`config.mk`:
```
export PLATFORM = sky130hd
export DESIGN_NAME = nmea_time_setter
export DESIGN_NICKNAME = d
export VERILOG_FILES = /design/src/rtl/rtc_pkg.sv /design/src/rtl/bcd_time_incr.sv /design/src/rtl/nmea_time_setter.sv
export SDC_FILE = /design/constraint.sdc
export NUM_CORES = 1
export LEC_CHECK = 0
export BUFFER_PORTS_ARGS = -buffer_cell sky130_fd_sc_hd__buf_2
export CAP_MARGIN = 20
export CORE_MARGIN = 1
export CORE_UTILIZATION = 43
export DETAILED_ROUTE_END_ITERATION = 8
export PLACE_DENSITY_LB_ADDON = 0.2
export SLEW_MARGIN = 20
export SYNTH_ARGS = -nofsm -noshare
export SYNTH_HDL_FRONTEND = slang
export SYNTH_SLANG_ARGS = --single-unit
```
`constraint.sdc`:
```
create_clock -name i_clk -period 2.2 [get_ports i_clk]
set_input_delay 0.22 -clock i_clk [delete_from_list [all_inputs] [get_ports i_clk]]
set_output_delay 0.22 -clock i_clk [all_outputs]
set_load 0.005 [all_outputs]
```
`src/rtl/rtc_pkg.sv`:
```
// rtl/rtc_pkg.sv - shared RTC types: NMEA parser state encoding and BCD field limits
// Contents: nmea_state_t parser states; BCD_UNITS_MAX, BCD_TENS_MAX, BCD_HOURS_MAX.
package rtc_pkg;

  typedef enum logic [2:0] {
    ST_IDLE,
    ST_HDR,
    ST_TIME,
    ST_FRAC,
    ST_STATUS,
    ST_STATCOMMA,
    ST_ARMED
  } nmea_state_t;

  localparam logic [3:0] BCD_UNITS_MAX = 4'h9;
  localparam logic [3:0] BCD_TENS_MAX  = 4'h5;
  localparam logic [5:0] BCD_HOURS_MAX = 6'h23;

endpackage

```
`src/rtl/bcd_time_incr.sv`:
```
// rtl/bcd_time_incr.sv - combinational BCD hh:mm:ss plus one second
// Ports: i_time [21:0] BCD {hh, mm, ss} in; o_time [21:0] same time plus one second,
//        23:59:59 wraps to 00:00:00.
module bcd_time_incr (
  input  logic [21:0] i_time,
  output logic [21:0] o_time
);
  import rtc_pkg::*;

  // Each digit increments only when every lower digit is at its maximum.
  always_comb begin
    o_time = i_time;
    if (i_time[3:0] != BCD_UNITS_MAX) begin
      o_time[3:0] = i_time[3:0] + 4'd1;
    end else begin
      o_time[3:0] = 4'd0;
      if (i_time[7:4] != BCD_TENS_MAX) begin
        o_time[7:4] = i_time[7:4] + 4'd1;
      end else begin
        o_time[7:4] = 4'd0;
        if (i_time[11:8] != BCD_UNITS_MAX) begin
          o_time[11:8] = i_time[11:8] + 4'd1;
        end else begin
          o_time[11:8] = 4'd0;
          if (i_time[15:12] != BCD_TENS_MAX) begin
            o_time[15:12] = i_time[15:12] + 4'd1;
          end else begin
            o_time[15:12] = 4'd0;
            if (i_time[21:16] == BCD_HOURS_MAX) begin
              o_time[21:16] = 6'd0;
            end else if (i_time[19:16] == BCD_UNITS_MAX) begin
              o_time[19:16] = 4'd0;
              o_time[21:20] = i_time[21:20] + 2'd1;
            end else begin
              o_time[19:16] = i_time[19:16] + 4'd1;
            end
          end
        end
      end
    end
  end

endmodule

```
`src/rtl/nmea_time_setter.sv`:
```
// rtl/nmea_time_setter.sv - parse $G[PN]RMC time and write it to the RTC on the next PPS
// Ports: i_clk, i_reset (sync, active high); i_stb/i_byte serial byte in; i_pps second strobe;
//        o_wr write strobe, o_data BCD {hh,mm,ss}, o_valid field mask, o_armed time pending.
module nmea_time_setter #(
  parameter logic OPT_ADD_SECOND = 1'b1
) (
  input  logic        i_clk,
  input  logic        i_reset,
  input  logic        i_stb,
  input  logic [7:0]  i_byte,
  input  logic        i_pps,
  output logic        o_wr,
  output logic [21:0] o_data,
  output logic [2:0]  o_valid,
  output logic        o_armed
);
  import rtc_pkg::*;

  nmea_state_t state, state_d;
  logic [2:0]  cnt, cnt_d;
  logic [23:0] cap, cap_d;
  logic [21:0] stored;
  logic [21:0] last_data;
  logic [21:0] cap_plus1;
  logic        load;
  logic        range_ok;
  logic        is_digit;
  logic        is_dollar;

  bcd_time_incr u_incr (
    .i_time (cap[21:0]),
    .o_time (cap_plus1)
  );

  function automatic logic hdr_char_ok(input logic [2:0] idx, input logic [7:0] b);
    case (idx)
      3'd0:    hdr_char_ok = (b == "G");
      3'd1:    hdr_char_ok = (b == "P") || (b == "N");
      3'd2:    hdr_char_ok = (b == "R");
      3'd3:    hdr_char_ok = (b == "M");
      3'd4:    hdr_char_ok = (b == "C");
      3'd5:    hdr_char_ok = (b == ",");
      default: hdr_char_ok = 1'b0;
    endcase
  endfunction

  assign is_digit  = (i_byte >= "0") && (i_byte <= "9");
  assign is_dollar = i_stb && (i_byte == "$");

  // The hours tens digit is captured as a full nibble so an out-of-range
  // value in its upper bits is still rejected.
  assign range_ok = (cap[23:22] == 2'd0) && (cap[21:16] <= BCD_HOURS_MAX) &&
                    (cap[15:12] <= BCD_TENS_MAX) && (cap[7:4] <= BCD_TENS_MAX);

  always_ff @(posedge i_clk) begin
    if (i_reset) begin
      state     <= ST_IDLE;
      cnt       <= 3'd0;
      cap       <= 24'd0;
      stored    <= 22'd0;
      last_data <= 22'd0;
    end else begin
      state <= state_d;
      cnt   <= cnt_d;
      cap   <= cap_d;
      if (load)
        stored <= OPT_ADD_SECOND ? cap_plus1 : cap[21:0];
      if (o_wr)
        last_data <= stored;
    end
  end

  always_comb begin
    state_d = state;
    cnt_d   = cnt;
    cap_d   = cap;
    load    = 1'b0;
    o_wr    = 1'b0;
    case (state)
      ST_IDLE: begin
        if (is_dollar) begin
          state_d = ST_HDR;
          cnt_d   = 3'd0;
        end
      end
      ST_ARMED: begin
        // The write lands in the PPS cycle itself so it replaces that
        // second's increment; a byte arriving with it is handled as IDLE.
        if (i_pps && !i_reset) begin
          o_wr    = 1'b1;
          state_d = ST_IDLE;
        end
        if (is_dollar) begin
          state_d = ST_HDR;
          cnt_d   = 3'd0;
        end
      end
      default: begin
        if (is_dollar) begin
          state_d = ST_HDR;
          cnt_d   = 3'd0;
          cap_d   = 24'd0;
        end else if (i_stb) begin
          state_d = ST_IDLE;
          case (state)
            ST_HDR: begin
              if (hdr_char_ok(cnt, i_byte)) begin
                state_d = (cnt == 3'd5) ? ST_TIME : ST_HDR;
                cnt_d   = (cnt == 3'd5) ? 3'd0 : cnt + 3'd1;
                cap_d   = 24'd0;
              end
            end
            ST_TIME: begin
              if (cnt != 3'd6) begin
                if (is_digit) begin
                  state_d = ST_TIME;
                  cap_d   = {cap[19:0], i_byte[3:0]};
                  cnt_d   = cnt + 3'd1;
                end
              end else if (i_byte == ".") begin
                state_d = ST_FRAC;
              end else if (i_byte == ",") begin
                state_d = ST_STATUS;
              end
            end
            ST_FRAC: begin
              if (is_digit)
                state_d = ST_FRAC;
              else if (i_byte == ",")
                state_d = ST_STATUS;
            end
            ST_STATUS: begin
              if (i_byte == "A")
                state_d = ST_STATCOMMA;
            end
            ST_STATCOMMA: begin
              if ((i_byte == ",") && range_ok) begin
                state_d = ST_ARMED;
                load    = 1'b1;
              end
            end
            default: state_d = ST_IDLE;
          endcase
        end
      end
    endcase
  end

  assign o_data  = o_wr ? stored : last_data;
  assign o_valid = o_wr ? 3'b111 : 3'b000;
  assign o_armed = (state == ST_ARMED);

endmodule

```
# Yosys cells after proc, flatten, opt, wreduce, memory -nomap -nowiden

Index checks and enable logic that the tools add are counted.

$add $sub $neg: 7
Magnitude comparators: 5
Eq/ne operators: 34
Mux-type cells: 56
Bitwise gates (word level): 1
Reduce and logical (&&, ||, !) cells: 19

Operators with widths:

| operator                                                                | number |
|---|---|
| 24-bit 2-to-1 mux                                                       | 5 |
| 3-bit 2-to-1 mux                                                        | 20 |
| 8-bit by 7-bit == test with 1-bit output, second input constant         | 7 |
| 24-bit one-hot mux with 2 select lines                                  | 1 |
| 8-bit by 6-bit == test with 1-bit output, second input constant         | 3 |
| 22-bit 2-to-1 mux                                                       | 1 |
| 4-bit by 1-bit adder with 4-bit output, second input constant           | 5 |
| 4-bit 2-to-1 mux                                                        | 5 |
| 18-bit 2-to-1 mux                                                       | 1 |
| 3-bit == test, second input constant                                    | 5 |
| 3-bit one-hot mux with 5 select lines                                   | 1 |
| 14-bit 2-to-1 mux                                                       | 1 |
| 3-bit by 2-bit == test with 1-bit output, second input constant         | 4 |
| 6-bit 2-to-1 mux                                                        | 2 |
| 3-bit inequality test, second input constant                            | 4 |
| 3-bit one-hot mux with 2 select lines                                   | 2 |
| 6-bit AND reduction                                                     | 2 |
| 1-bit 2-to-1 mux                                                        | 11 |
| 10-bit 2-to-1 mux                                                       | 1 |
| 8-bit by 6-bit >= comparator with 1-bit output, second input constant   | 1 |
| 4-bit by 3-bit <= comparator with 1-bit output, second input constant   | 2 |
| 8-bit by 6-bit <= comparator with 1-bit output, second input constant   | 1 |
| 2-bit 2-to-1 mux                                                        | 4 |
| 4-bit by 3-bit inequality test with 1-bit output, second input constant | 2 |
| other kinds (21)                                                        | 31 |

Register bits: 74
Input bits: 12
Output and inout port bits: 27

# Logic depth before layout (Yosys ltp)

Word-level depth: 12
Depth in mapped cells: 10
Gate-level depth less buffers: 8

# Cells and area by module

From an unflattened synthesis, not the netlist that was laid out.

Cell total of the unflattened synthesis: 532
Area total of the unflattened synthesis: 4,446.8 sq um

Modules (own cells, without submodules):

| module           | instances | cells an instance | area an instance (sq um) | sequential area each (sq um) |
|---|---|---|---|---|
| nmea_time_setter | 1         | 451               | 3,906.2                  | 1,481.4 |
| bcd_time_incr    | 1         | 81                | 540.5                    | 0.0 |

# Least setup slack after synthesis

OpenSTA, ideal clock, no wires.

Path type: reg2reg
Start point: register cnt[0]
End point: register cap[9]
Library setup time: 117 ps
Arrival time: 2,308 ps
Required time: 2,083 ps
Setup slack: -225 ps
Cell stages (with the launch flop): 10
Buffers on the path: 1
Clock period less this slack: 2,425 ps
Cells stage by stage: dfxtp_1 ha_1 ha_1 or2_0 a211o_1 a2111oi_2 nand4bb_1 o221ai_2 buf_2 a22o_1

Word-level cells in the longest chain between the ends: 8
Elaborated cells on any way between the ends: 15
Those cells by class: 8 x eq/ne; 5 x mux; 2 x reduce/logical

Ends and longest elaborated chain:

| element                                     | line                    | source |
|---|---|---|
| start, declared                             | nmea_time_setter.sv:20  | `logic [2:0] cnt, cnt_d;` |
| start signal, assigned                      | nmea_time_setter.sv:64  | `cnt <= cnt_d;` |
| 3-bit == test, or another cell as far along | nmea_time_setter.sv:36  | `case (idx)` |
| 1-bit one-hot mux with 6 select lines       | nmea_time_setter.sv:36  |  |
| 1-bit 2-to-1 mux                            | nmea_time_setter.sv:105 | `case (state)` |
| 1-bit 2-to-1 mux                            | nmea_time_setter.sv:103 | `end else if (i_stb) begin` |
| 1-bit 2-to-1 mux                            | nmea_time_setter.sv:99  | `if (is_dollar) begin` |
| 1-bit 2-to-1 mux                            | nmea_time_setter.sv:79  | `case (state)` |
| 3-bit inequality test (no source line)      | --                      |  |
| 6-bit AND reduction (no source line) (*)    | --                      |  |
| end signal, assigned                        | nmea_time_setter.sv:65  | `cap <= cap_d;` |
| end, declared                               | nmea_time_setter.sv:21  | `logic [23:0] cap, cap_d;` |

Every way passes the cells marked *; elsewhere a longest branch is shown, timed or not. The select of a mux whose other input is x is not followed.
A chain may end at the register's enable or synchronous reset.

# Worst setup path in the final report

Start point: register cnt[0]
End point: register cap[18]

Same word-level chain as after synthesis.

==> key figures <==
Pwr
  – Leak: approximately 0.0020 µW
  – Total power: 2700 µW
  – Clock power share: 0.397
  – Combinational Power Share: 0.102
  – Internal power: between 2000 and 2500 µW
  – VDD IR max: 0.329 mV
  – Sw Pwr: approximately 690 µW
  – Sw Ratio: 0.255
  – Reg power frac: 0.500
  – P per Cell Area: approximately 550 nW/µm²

Floorplanning
  – IO Count: 39
  – Total die area: 9430 µm²
  – Number of cell rows: 34
  – Die span in x: just under 100 µm
  – DIE HEIGHT: approximately 97 µm
  – Initial Util: 0.446
  – CORE AREA: 8720 µm²

Synthesis
  – Adder-Cell Fraction of Synth Area: 0.0290
  – Post-synth EDFFs: 0
  – Seq/Total Area, Yosys: 0.381
  – Synthesis Warnings: 0
  – Compound-Gate Fraction of Synth Area: 0.183
  – Cells after Synth: 429
  – Cell taking the most area after synthesis: dfxtp_1
  – Syn Area/Cell: 9.06 µm²
  – Largest family of logic cells by synthesized area: simple AND/OR/NAND/NOR gates
  – Cell area after synthesis: a little under 4000 µm²
  – Syn_nets: 450
  – Top cells by area, synth: dfxtp_1 (38%), a22o_1 (5.4%), mux2_2 (4.9%)
  – Distinct cell type count after synthesis: 71
  – Yosys top cell area share: 0.381
  – Ys flop type: dfxtp_1
  – Post-Synth XOR/XNOR Area: 0.0158
  – Mux cell area share after synthesis: 0.0746
  – Asr flop ratio synth: 0
  – Synth Area in Simple Gates: 0.261
  – Seq cells post-synth: 74

CTS
  – H-tree depth: 3
  – CTS Buffer Depth: 2
  – CTS tree: built
  – Root Driver: clkbuf_8
  – Hold buffers post-CTS: 0
  – CTS clock-pin slew for the worst setup and hold paths: 80 ps
  – Cts bufs inserted: 9
  – Clk_lat worst skew: 350 ps
  – Clock Sink Count: 74

Finish
  – Final Util: 0.560
  – Ant diodes: 0
  – Most common cell after layout, fill and taps aside: dfxtp_1
  – Commonest non-fill, non-tap cells in the layout: dfxtp_1 (69), nand2_1 (41), buf_2 (38), buf_4 (38), nor2b_1 (28)
  – Design Area, Final: approximately 4900 µm²
  – Count of non-filler cells in the finished layout: 608
  – Fin nets: approximately 520
  – Layout cell share with drive strength beyond 1: 0.328
  – Layout area overhead: 25.7%

Setup path
  – Crit path max fanout: 24
  – Worst path buffer plus inverter count: 1
  – Cell family with most CP delay: compound AO/OA/AOI/OAI gates
  – Max stage delay on crit path: 360 ps
  – Crit path cell chain: ha_4, ha_4, or2_0, a211o_1, a2111oi_4, nand4bb_4, o221ai_2, buf_12, a22o_1
  – Register-to-register setup slack: -200 ps
  – Crit start category: register
  – Reg2reg start: cnt[0]$_SDFFE_PP0P_
  – Reg2reg end: cap[18]$_SDFFE_PP0P_
  – Critical path's slowest cell: dfxtp_4
  – Data arrival, critical path: 2640 ps
  – R2R depth: 9
  – Type of the worst setup path: register to register
  – CP endpoint kind: register
  – CP required: 2440 ps
  – CP most frequent cell: ha_4

GRT
  – Pin count of the biggest net entering global routing: 49
  – Initial antenna violation count: 0
  – Total GRT Usage: 0.205
  – First-pass GRT wire length: 15,800 µm
  – Grt total ovfl: 0
  – Number of global-route vias before repair: roughly 3,300

Outcome
  – Status: finished with violations
  – Failing checks: negative setup slack

Routing
  – DRC: 0
  – Drt pass-1 iters: 4
  – Final wirelength: 9150 µm
  – Post-DRT Antenna Nets: 0
  – Detailed router's first-iteration violation count: 152
  – Via/cell ratio: 5.50
  – Routed vias: 3,342
  – Average wire per standard cell: around 15 µm

STA
  – Rel. slew slack: 0.666
  – FMAX: 416 MHz
  – Unrepaired setup endpoints after global routing: yes
  – Final setup violation count: 27
  – Final Skew: a little under 9 ps
  – Max-slew violations: 0
  – Tightest Pin Transition: 501 ps
  – Setup slack after layout: -201 ps
  – Final Cycle Share: 1.09
  – Final hold violations: 0
  – Min Hold Slack: 186 ps
  – Post-layout minimum cycle time: 2400 ps

Hold path
  – HP Class: input pin to register
  – Worst hold path startpoint: i_byte[0]
  – Min-Delay Endpoint: cap[0]$_SDFFE_PP0P_
  – Hold Crit Depth: 2

Placement
  – Hpwl dp: 6310 µm
  – Routability cong.: 0.870
  – Placed Area: 4440 µm²
  – Port bufs: 38
  – Placed Cells incl. Taps: ~590

Flow run
  – Max-Cap Viols: 0
## state kept, by name, indices dropped and copies added (netlist names)
name       cells
last_data     22
state          3
stored        22
cap           24
cnt            3
## power by group through the flow
stage / Clock [µW] / Combinational [µW] / Sequential, µW
6_report: 1070 / 276 / 1350
5_1_grt: 1160 / 304 / 1350
4_1_cts: 1100 / 260 / 1350
3_5_place_dp: 0 / 240 / 1390
3_3_place_gp: 0 / 239 / 1390
2_1_floorplan: 0 / 171 / 1380
## cells by family after synthesis
family / Yosys count
simple gates: 176
buf+inv: 42
mux: 26
xor+xnor: 7
compound gates: 95
fa+ha+maj: 9
flops: 74
## layout make-up
cell class                 count  area, µm²
multi-input combinational    313       2390
timing repair buffer          85        621
fill                         795       3830
tap                          108        135
clock inverter                 6       65.1
clock buffer                  10        138
inverter                      12       45.0
sequential                    74       1500
## Yosys cell counts, types with 2 or more instances
cell / count
nand3_1: 8
buf_2: 12
clkbuf_1: 9
nor2_1: 27
or2_2: 3
a21o_1: 3
o21ai_1: 2
a22o_1: 24
or4_1: 2
o21ai_0: 15
a2111oi_2: 2
o31ai_1: 2
nor3_2: 2
a21oi_1: 21
xor2_1: 3
nor3b_1: 8
a211oi_1: 4
xnor2_1: 4
mux2_2: 17
dfxtp_1: 74
buf_4: 4
nand2b_1: 5
o2111ai_1: 2
and2_1: 3
inv_1: 12
nand3b_1: 3
nor2b_1: 28
ha_1: 9
nor4b_1: 4
o211ai_1: 2
mux2_1: 7
nand2_1: 41
a21o_2: 2
nor3b_2: 3
nor3_1: 15
mux2i_1: 2
o21a_1: 3
nor4_1: 5
a22oi_1: 2
buf_6: 3
a221oi_1: 2
## worst max-delay path by stage
stage / from / to / slack (ps) / cells after the start
floorplan: cnt[0]$_SDFFE_PP0P_ / cap[9]$_SDFFE_PP0P_ / -140 / 9
global placement: cnt[1]$_SDFFE_PP0P_ / cnt[1]$_SDFFE_PP0P_ / -180 / 9
detailed placement: cnt[0]$_SDFFE_PP0P_ / cap[18]$_SDFFE_PP0P_ / -200 / 9
CTS: cnt[0]$_SDFFE_PP0P_ / cap[18]$_SDFFE_PP0P_ / -180 / 9
global route: cnt[0]$_SDFFE_PP0P_ / cap[20]$_SDFFE_PP0P_ / -280 / 9
finish: cnt[0]$_SDFFE_PP0P_ / cap[18]$_SDFFE_PP0P_ / -200 / 9
## routing by layer
layer	wire (µm)	GRT usage
met1	4220	0.261
met2	4500	0.352
met3	293	0.0381
met4	134	0.0586
met5	0	0
## timing repair
action / CTS / global route
endpoints found under the setup margin: 51 / 54
pin swaps: 8 / 5
setup buffers: 3 / 2
cloned: 1 / 1
resized for setup: 16 / 31
## metrics by stage
step / TNS, ps / setup slack, ps
after global routing: -6930 / -283
after floorplan: -2900 / -135
after global placement: -3880 / -179
after detailed placement: -4680 / -204
final: -4420 / -201
after CTS: -3800 / -176
No activity file was read; power rests on OpenSTA's default activity.
